==> config.mk <==
export PLATFORM = sky130hd
export DESIGN_NAME = timingskew_calibrator
export DESIGN_NICKNAME = d
export VERILOG_FILES = /design/src/rtl/timingskew_calibrator_pkg.sv /design/src/rtl/timingskew_sync.sv /design/src/rtl/timingskew_calibrator.sv
export SDC_FILE = /design/constraint.sdc
export NUM_CORES = 1
export LEC_CHECK = 0
export ABC_AREA = 1
export CAP_MARGIN = 20
export CORE_MARGIN = 2
export CORE_UTILIZATION = 50
export DETAILED_ROUTE_END_ITERATION = 6
export PLACE_DENSITY_LB_ADDON = 0.3
export RECOVER_POWER = 100
export SLEW_MARGIN = 20
export SYNTH_ARGS = -nofsm -noshare
export SYNTH_HDL_FRONTEND = slang
export SYNTH_SLANG_ARGS = --single-unit
==> constraint.sdc <==
create_clock -name CELCLK -period 3.9 [get_ports CELCLK]
set_input_delay 0.78 -clock CELCLK [delete_from_list [all_inputs] [get_ports CELCLK]]
set_output_delay 0.78 -clock CELCLK [all_outputs]
set_load 0.005 [all_outputs]
==> src/rtl/timingskew_calibrator_pkg.sv <==
// Shared definitions for the skew-cell calibrator: FSM states, code width,
// power-on code and a small helper for the successive-approximation search.
package timingskew_cal_pkg;

    // Width of the trim code driven into the skew cell
    localparam int CODE_W = 5;

    // Code presented to the skew cell out of reset
    localparam logic [CODE_W-1:0] POR_CODE = 5'h00;

    // Index of the most significant code bit, where every search begins
    localparam logic [2:0] MSB_IDX = 3'd4;

    // Calibration sequencer states
    typedef enum logic [2:0] {
        IDLE    = 3'd0,
        SETBIT  = 3'd1,
        SETTLE  = 3'd2,
        PULSE   = 3'd3,
        MEASURE = 3'd4,
        JUDGE   = 3'd5,
        DONE    = 3'd6
    } cal_state_t;

    // One-hot mask selecting the code bit currently under trial
    function automatic logic [CODE_W-1:0] bit_mask(input logic [2:0] idx);
        logic [CODE_W-1:0] one;
        one      = '0;
        one[0]   = 1'b1;
        bit_mask = one << idx;
    endfunction

endpackage

==> src/rtl/timingskew_sync.sv <==
// Multi-flop synchronizer bringing the asynchronous skew cell output into the
// calibration clock domain. Stage 0 samples the raw input; the last stage is
// the only one the rest of the design may look at.
module timingskew_sync #(
    parameter int STAGES = 2
) (
    input  logic clk,
    input  logic rst_n,
    input  logic d,
    output logic q
);

    logic [STAGES-1:0] sync_reg;

    generate
        for (genvar gi = 0; gi < STAGES; gi++) begin : g_stage
            if (gi == 0) begin : g_first
                // First stage samples the asynchronous input directly
                always_ff @(posedge clk or negedge rst_n) begin
                    if (!rst_n) begin
                        sync_reg[gi] <= 1'b0;
                    end else begin
                        sync_reg[gi] <= d;
                    end
                end
            end else begin : g_chain
                // Later stages give the first stage time to resolve metastability
                always_ff @(posedge clk or negedge rst_n) begin
                    if (!rst_n) begin
                        sync_reg[gi] <= 1'b0;
                    end else begin
                        sync_reg[gi] <= sync_reg[gi-1];
                    end
                end
            end
        end
    endgenerate

    assign q = sync_reg[STAGES-1];

endmodule

==> src/rtl/timingskew_calibrator.sv <==
// SAR calibrator for the rise-edge programmable skew cell. For each code bit,
// MSB first, it tentatively sets the bit, lets the cell settle, launches a
// rising test edge and counts CELCLK cycles until the cell's delayed edge
// comes back. A bit is kept only if the measured count does not exceed the
// programmed target, so the final code is the largest delay within target.
module timingskew_calibrator
    import timingskew_cal_pkg::*;
#(
    parameter int CNT_W       = 8,
    parameter int SETTLE_CYC  = 4,
    parameter int SYNC_STAGES = 2,
    parameter int TIMEOUT     = 255
) (
    input  logic             CELCLK,
    input  logic             CELRSTB,
    input  logic             CELV,
    input  logic             CELG,
    input  logic             CELSUB,
    input  logic             start,
    input  logic [CNT_W-1:0] target_cnt,
    input  logic             skew_out,
    output logic             cal_in,
    output logic [4:0]       factory_timingskew,
    output logic             busy,
    output logic             done,
    output logic             timeout_err,
    output logic [CNT_W-1:0] meas_cnt
);

    localparam logic [CNT_W-1:0] TIMEOUT_C     = CNT_W'(TIMEOUT);
    localparam logic [CNT_W-1:0] TIMEOUT_LAST  = CNT_W'(TIMEOUT - 1);
    localparam logic [CNT_W-1:0] SETTLE_LAST   = CNT_W'(SETTLE_CYC - 1);

    // Supply, ground and substrate pins are physical only
    logic unused_pins;
    assign unused_pins = CELV ^ CELG ^ CELSUB;

    cal_state_t        state_reg,  state_next;
    logic [CODE_W-1:0] code_reg,   code_next;
    logic [2:0]        idx_reg,    idx_next;
    logic [CNT_W-1:0]  cnt_reg,    cnt_next;
    logic [CNT_W-1:0]  settle_reg, settle_next;
    logic [CNT_W-1:0]  meas_reg,   meas_next;
    logic              cal_in_reg, cal_in_next;
    logic              done_reg,   done_next;
    logic              terr_reg,   terr_next;
    logic              armed_reg;
    logic [CNT_W-1:0]  cnt_inc;
    logic [CNT_W-1:0]  settle_inc;
    logic [CODE_W-1:0] cur_mask;
    logic              ss_out;

    // Returned edge from the skew cell, brought into the CELCLK domain
    timingskew_sync #(
        .STAGES (SYNC_STAGES)
    ) u_sync (
        .clk   (CELCLK),
        .rst_n (CELRSTB),
        .d     (skew_out),
        .q     (ss_out)
    );

    assign cur_mask = bit_mask(idx_reg);

    // Saturating increments so neither counter can wrap past TIMEOUT
    always_comb begin
        cnt_inc    = cnt_reg;
        settle_inc = settle_reg;
        if (cnt_reg != TIMEOUT_C) begin
            cnt_inc = cnt_reg + 1'b1;
        end
        if (settle_reg != TIMEOUT_C) begin
            settle_inc = settle_reg + 1'b1;
        end
    end

    // Sequencer next-state and datapath updates
    always_comb begin
        state_next  = state_reg;
        code_next   = code_reg;
        idx_next    = idx_reg;
        cnt_next    = cnt_reg;
        settle_next = settle_reg;
        meas_next   = meas_reg;
        cal_in_next = cal_in_reg;
        done_next   = done_reg;
        terr_next   = terr_reg;

        case (state_reg)
            IDLE: begin
                // armed_reg keeps a start coinciding with reset release out
                if (start && armed_reg) begin
                    code_next  = POR_CODE;
                    idx_next   = MSB_IDX;
                    done_next  = 1'b0;
                    terr_next  = 1'b0;
                    state_next = SETBIT;
                end
            end

            SETBIT: begin
                code_next   = code_reg | cur_mask;
                settle_next = '0;
                state_next  = SETTLE;
            end

            SETTLE: begin
                cal_in_next = 1'b0;
                settle_next = settle_inc;
                if (!ss_out && (settle_reg >= SETTLE_LAST)) begin
                    state_next = PULSE;
                end else if (ss_out && (settle_reg >= TIMEOUT_LAST)) begin
                    // Cell never released its output: count the trial as too slow
                    meas_next  = TIMEOUT_C;
                    terr_next  = 1'b1;
                    state_next = JUDGE;
                end
            end

            PULSE: begin
                cal_in_next = 1'b1;
                cnt_next    = '0;
                state_next  = MEASURE;
            end

            MEASURE: begin
                cnt_next = cnt_inc;
                if (ss_out) begin
                    meas_next  = cnt_inc;
                    state_next = JUDGE;
                end else if (cnt_inc == TIMEOUT_C) begin
                    meas_next  = TIMEOUT_C;
                    terr_next  = 1'b1;
                    state_next = JUDGE;
                end
            end

            JUDGE: begin
                if (meas_reg > target_cnt) begin
                    code_next = code_reg & ~cur_mask;
                end
                cal_in_next = 1'b0;
                if (idx_reg == 3'd0) begin
                    state_next = DONE;
                end else begin
                    idx_next   = idx_reg - 3'd1;
                    state_next = SETBIT;
                end
            end

            DONE: begin
                done_next  = 1'b1;
                state_next = IDLE;
            end

            default: begin
                state_next = IDLE;
            end
        endcase
    end

    // Sequencer state and datapath registers
    always_ff @(posedge CELCLK or negedge CELRSTB) begin
        if (!CELRSTB) begin
            state_reg  <= IDLE;
            code_reg   <= POR_CODE;
            idx_reg    <= MSB_IDX;
            cnt_reg    <= '0;
            settle_reg <= '0;
            meas_reg   <= '0;
            cal_in_reg <= 1'b0;
            done_reg   <= 1'b0;
            terr_reg   <= 1'b0;
        end else begin
            state_reg  <= state_next;
            code_reg   <= code_next;
            idx_reg    <= idx_next;
            cnt_reg    <= cnt_next;
            settle_reg <= settle_next;
            meas_reg   <= meas_next;
            cal_in_reg <= cal_in_next;
            done_reg   <= done_next;
            terr_reg   <= terr_next;
        end
    end

    // Goes high on the first clock after reset release; gates start acceptance
    always_ff @(posedge CELCLK or negedge CELRSTB) begin
        if (!CELRSTB) begin
            armed_reg <= 1'b0;
        end else begin
            armed_reg <= 1'b1;
        end
    end

    assign cal_in             = cal_in_reg;
    assign factory_timingskew = code_reg;
    assign busy               = (state_reg != IDLE);
    assign done               = done_reg;
    assign timeout_err        = terr_reg;
    assign meas_cnt           = meas_reg;

endmodule

Word level (Yosys, flattened, before mapping)

Cells that the tools add are included.

Register bits after elaboration: 41
Word-level logic and storage cells: 94

Add/subtract/negate cells: 3
Magnitude comparators: 3
Equality and inequality tests: 19
Shift-type cells: 1
Muxes and demuxes: 30
Bitwise logic cells: 3
Reduce and logical (&&, ||, !) cells: 23

Operators by type and width:

| kind                | count |
|---|---|
| $mux 8              | 6 |
| $pmux 8 s2          | 3 |
| $mux 3              | 8 |
| $pmux 3 s6          | 1 |
| $add 8x1->8 const B | 2 |
| $ne 2x2->1 const B  | 8 |
| $ne 8x8->1 const B  | 2 |
| $pmux 5 s3          | 1 |
| $reduce_bool 2->1   | 6 |
| $mux 5              | 2 |
| $eq 3x3->1 const B  | 3 |
| $reduce_and 3->1    | 3 |
| $reduce_bool 3->1   | 3 |
| $eq 8x8->1 const B  | 1 |
| $ge 8x2->1 const B  | 1 |
| $ge 8x8->1 const B  | 1 |
| $gt 8x8->1          | 1 |
| $eq 3x2->1 const B  | 2 |
| $logic_not 3->1     | 2 |
| $pmux 3 s2          | 1 |
| $reduce_and 6->1    | 1 |
| $and 5x5->5         | 1 |
| $mux 1              | 5 |
| $not 5->5           | 1 |
| other kinds (13)    | 17 |

Depth between registers and ports, before layout

Depth in word-level cells: 6
Gate-level depth with buffers: 13
Depth with buffers taken out: 13

Cells and area by module

From an unflattened synthesis, not the netlist that was laid out.

Cells, all modules: 332
Area, all modules: 2524.9 sq um

By module, submodules not included:

| module                | times used | cells an instance | area each (sq um) | sequential area each (sq um) |
|---|---|---|---|---|
| timingskew_calibrator | 1          | 330               | 2474.9            | 977.2 |
| timingskew_sync       | 1          | 2                 | 50.0              | 50.0 |

Least setup slack after synthesis

No wires, ideal clock.

Kind: input-to-reg
Start point: in target_cnt[1]
End point: reg code_reg[0], in the netlist factory_timingskew[0]
Arrival: 1810 ps
Path slack: 1962 ps
Stages on the path: 10
Path through: inv_1 > ha_1 > inv_1 > nor2_1 > o21ai_0 > a21boi_0 > o21ai_0 > nand2_1 > nand2_1 > o21ai_0

Word-level cells in the longest chain between the ends: 3

RTL lines:

| element                           | line                         | text |
|---|---|---|
| from (decl)                       | timingskew_calibrator.sv:20  | `input logic [CNT_W-1:0] target_cnt,` |
| $gt 8x8->1                        | timingskew_calibrator.sv:139 | `if (meas_reg > target_cnt) begin` |
| $ne 2x2->1 (no source line)       | -                            |  |
| $reduce_and 3->1 (no source line) | -                            |  |
| to (signal assigned)              | timingskew_calibrator.sv:176 | `code_reg <= code_next;` |
| to (decl)                         | timingskew_calibrator.sv:39  | `logic [CODE_W-1:0] code_reg, code_next;` |

No other way between the ends.
A chain may end at the register's enable or synchronous reset.

Worst setup path in the final report

Start point: reg state_reg[0]
End point: out busy

Word-level cells in the longest chain between the ends: 1

RTL lines:

| element                | line                         | text |
|---|---|---|
| from (decl)            | timingskew_calibrator.sv:38  | `cal_state_t state_reg, state_next;` |
| from (signal assigned) | timingskew_calibrator.sv:175 | `state_reg <= state_next;` |
| $reduce_bool 3->1      | timingskew_calibrator.sv:198 | `assign busy = (state_reg != IDLE);` |
| to (decl)              | timingskew_calibrator.sv:24  | `output logic busy,` |

No other way between the ends.

==> impl_metrics.json <==
{
  "timing.critical_path.cells": "inv_2 -> nand2_2 -> nor2_1 -> inv_1 -> clkdlybuf4s50_1",
  "first_global_vias": 1996,
  "p_switching_uw": 758,
  "max_slew_margin_pct": -44.9,
  "max_cap_viol_count": 1,
  "power-per-cell-area_mw_per_mm2": 623,
  "timing.critical_path.to_type": "output port",
  "startpoint_type": "flop",
  "synth_edf_count": 0,
  "clk_buf_depth": 2,
  "seq_area_frac_synth_pct": 39.9,
  "critPathMaxFanout": 6,
  "avgSynthCellArea_um2": 7.86,
  "synth_top_area_cell": "sky130_fd_sc_hd__dfrtp_1",
  "cts_tree": "yes",
  "diodes": 0,
  "syn-num-nets": 359,
  "fp.coreArea_mm2": 0.00504,
  "cts_root_buf": "sky130_fd_sc_hd__clkbuf_8",
  "final_cells": 431,
  "synth_most_common_cell": "sky130_fd_sc_hd__nand2_1",
  "grt_first_pass_wirelength_um": 8540,
  "cell_at_the_slowest_stage_of_the_critical_path": "sky130_fd_sc_hd__clkdlybuf4s50_1",
  "clock_latency_ns": 0.29,
  "detail_route.wl_per_cell_um": 12.0,
  "vias": 2218,
  "fin_skew_ns": 0.00438,
  "ios": 32,
  "failed_checks": "max-capacitance violations, max-slew violations",
  "multi_input_area_mm2": 0.00130,
  "worst-slew-pin-transition_ns": 2.17,
  "synth.top_cells.by_area": "sky130_fd_sc_hd__dfrtp_1, sky130_fd_sc_hd__nand2_1, sky130_fd_sc_hd__ha_1",
  "placed_cells_incl_taps": 423,
  "synth_ff_type": "sky130_fd_sc_hd__dfrtp_1",
  "dieHeight_um": 75.8,
  "final.setup.worst_slack_ns": 1.42,
  "die_x_um": 75.8,
  "final_util_pct": 59.5,
  "largest_net_degree_at_the_start_of_global_routing": 42,
  "max-vdd-ir-drop_uv": 482,
  "unrepaired_setup_endpoints_after_global_routing": "no",
  "detail_route.vias_per_cell": 5.15,
  "drtAntennaViolNets": 0,
  "detailedPlacementHpwl_um": 3930,
  "syn_area_mm2": 0.00258,
  "seqCellArea_mm2": 0.00103,
  "placement.io_buffers": 28,
  "synth.top_cell.area_share_pct": 38.8,
  "drt_pre_antenna_iters": 4,
  "cell_row_count": 26,
  "final.period_utilization_pct": 63.7,
  "setup_viol_count_final": 0,
  "drt_iter0_drc": 129,
  "crit_required_ns": 3.12,
  "ys_ff_latch": 41,
  "cts.hold.buffers_added": 0,
  "clkTransAtPathRegs_ns": 0.07,
  "run_status": "finished with violations",
  "critical-path-max-stage-delay_ns": 0.54,
  "layout-area-overhead-vs-synth_pct": 16.4,
  "fin_total_pwr_mw": 1.87,
  "cts_sinks": 41,
  "critical_path_class": "reg -> out",
  "final_nets": 391,
  "power_frac_clock_pct": 18.6,
  "final.min_clock_period_ns": 2.48,
  "pre_cts_ws_ns": 1.19,
  "die_area_mm2": 0.00574,
  "combPwrFrac_pct": 44.8,
  "netlist-cell-type-count": 36,
  "min-delay-path-class": "reg -> reg",
  "cellInternalPower_mw": 1.11,
  "postRouteWirelength_um": 5170,
  "p_sw_share_pct": 40.5,
  "cts_htree_levels": 2,
  "cts.repair.resized": 0,
  "post_cts_buffers": 0,
  "cts-buffers-inserted": 5,
  "max_freq_ghz": 0.402,
  "drive_above_1_share_pct": 7.20,
  "initial_core_util_pct": 51.1,
  "gp_congestion": 0.808,
  "drc": 0,
  "postSynthCellCount": 328,
  "seq_power_share_pct": 36.6,
  "synth_async_reset_ratio_pct": 100,
  "ys_warnings": 0,
  "total_leakage_power_nw": 1.44,
  "timing_max_transition_violations_final": 42,
  "timing.critical_path.arrival_ns": 1.70,
  "filler_cells_inserted": 462,
  "grt_overflow_total": 0,
  "grt_util_all_layers_pct": 19.5,
  "setup_tns_ns": 0,
  "synth_top_cells_by_count": "sky130_fd_sc_hd__nand2_1, sky130_fd_sc_hd__inv_1, sky130_fd_sc_hd__dfrtp_1, sky130_fd_sc_hd__nand3_1, sky130_fd_sc_hd__nor2_1",
  "final_hold_violations": 0,
  "antenna_found_initial": 0
}
## cell families (layout without fill, tap and decap cells)
family,count (synthesis),count (layout),synth area share (%)
XOR/XNOR,3,3,1.02
flip-flops,41,41,39.9
buffers and inverters,55,88,8.50
other,1,1,0.145
AND/OR/NAND/NOR,156,156,29.2
adder cells (fa/ha/maj),16,16,7.77
AO/OA/AOI/OAI,56,56,13.5
## power by group through the flow
| stage | clock network [mW] | registers [mW] | logic, mW |
|---|---|---|---|
| after CTS | 0.356 | 0.689 | 0.906 |
| final | 0.347 | 0.685 | 0.837 |
| after global routing | 0.375 | 0.704 | 0.971 |
| after floorplan | 0 | 0.664 | 0.621 |
| after detailed placement | 0 | 0.696 | 0.900 |
| after global placement | 0 | 0.695 | 0.872 |
## worst paths after layout
kind	start	end	slack, ns	cells after the start
worst max register to register	state_reg[2]	meas_cnt[1]	1.72	7
worst min register to register	u_sync.sync_reg[0]	u_sync.q	0.35	0
worst max-delay path	state_reg[0]	busy	1.42	5
min in group asynchronous	CELRSTB	settle_reg[1]	1.12	1
worst min-delay path	u_sync.sync_reg[0]	u_sync.q	0.35	0
max in group asynchronous	CELRSTB	factory_timingskew[1]	1.55	1
## per-layer routing
| metal | wire, um | track usage, % | vias to the layer above | share of wire [%] |
|---|---|---|---|---|
| li1 | - | - | 1132 | - |
| met1 | 2400 | 25.3 | 1047 | 46 |
| met2 | 2510 | 32.5 | 33 | 49 |
| met3 | 188 | 4.37 | 6 | 3.6 |
| met4 | 65 | 6.24 | 0 | 1.3 |
| met5 | 0 | 0 | - | 0 |
## area by class of cell
type | count | share of cell area [%]
multi-input cells | 232 | 43.3
flip-flops and latches | 41 | 34.2
repair buffers | 28 | 9.13
inverters | 52 | 6.51
well taps | 70 | 2.92
clock buffers | 7 | 2.88
clock inverters | 1 | 1.00
## through the flow
stage	instance area, um^2	hold slack (ns)
after CTS	3030	0.353
after detailed placement	2920	0.336
final	3000	0.351
after global placement	2920	0.334
after floorplan	2580	0.331
after global routing	3000	0.362
## worst max-delay path, delay by kind of cell (launching register included)
family                 cells  cell delay (ns)
flip-flops                 1             0.52
buffers and inverters      3             0.78
AND/OR/NAND/NOR            2             0.12
## cell usage in the layout, fill, tap and decap left out, types with 2 or more instances in the layout
cell	instances
sky130_fd_sc_hd__a21oi_1	16
sky130_fd_sc_hd__a311o_1	4
sky130_fd_sc_hd__clkbuf_1	2
sky130_fd_sc_hd__clkbuf_8	6
sky130_fd_sc_hd__clkdlybuf4s50_1	8
sky130_fd_sc_hd__dfrtp_1	40
sky130_fd_sc_hd__dlygate4sd3_1	19
sky130_fd_sc_hd__ha_1	16
sky130_fd_sc_hd__inv_1	47
sky130_fd_sc_hd__inv_2	4
sky130_fd_sc_hd__nand2_1	80
sky130_fd_sc_hd__nand2_2	3
sky130_fd_sc_hd__nand2_4	3
sky130_fd_sc_hd__nand3_1	27
sky130_fd_sc_hd__nand4_1	5
sky130_fd_sc_hd__nor2_1	27
sky130_fd_sc_hd__nor2_4	2
sky130_fd_sc_hd__nor3_1	3
sky130_fd_sc_hd__o21ai_0	20
sky130_fd_sc_hd__o21ai_1	2
sky130_fd_sc_hd__o22ai_1	7
sky130_fd_sc_hd__o31ai_1	3
sky130_fd_sc_hd__xnor2_1	2
(Power assumes the default switching activity.)
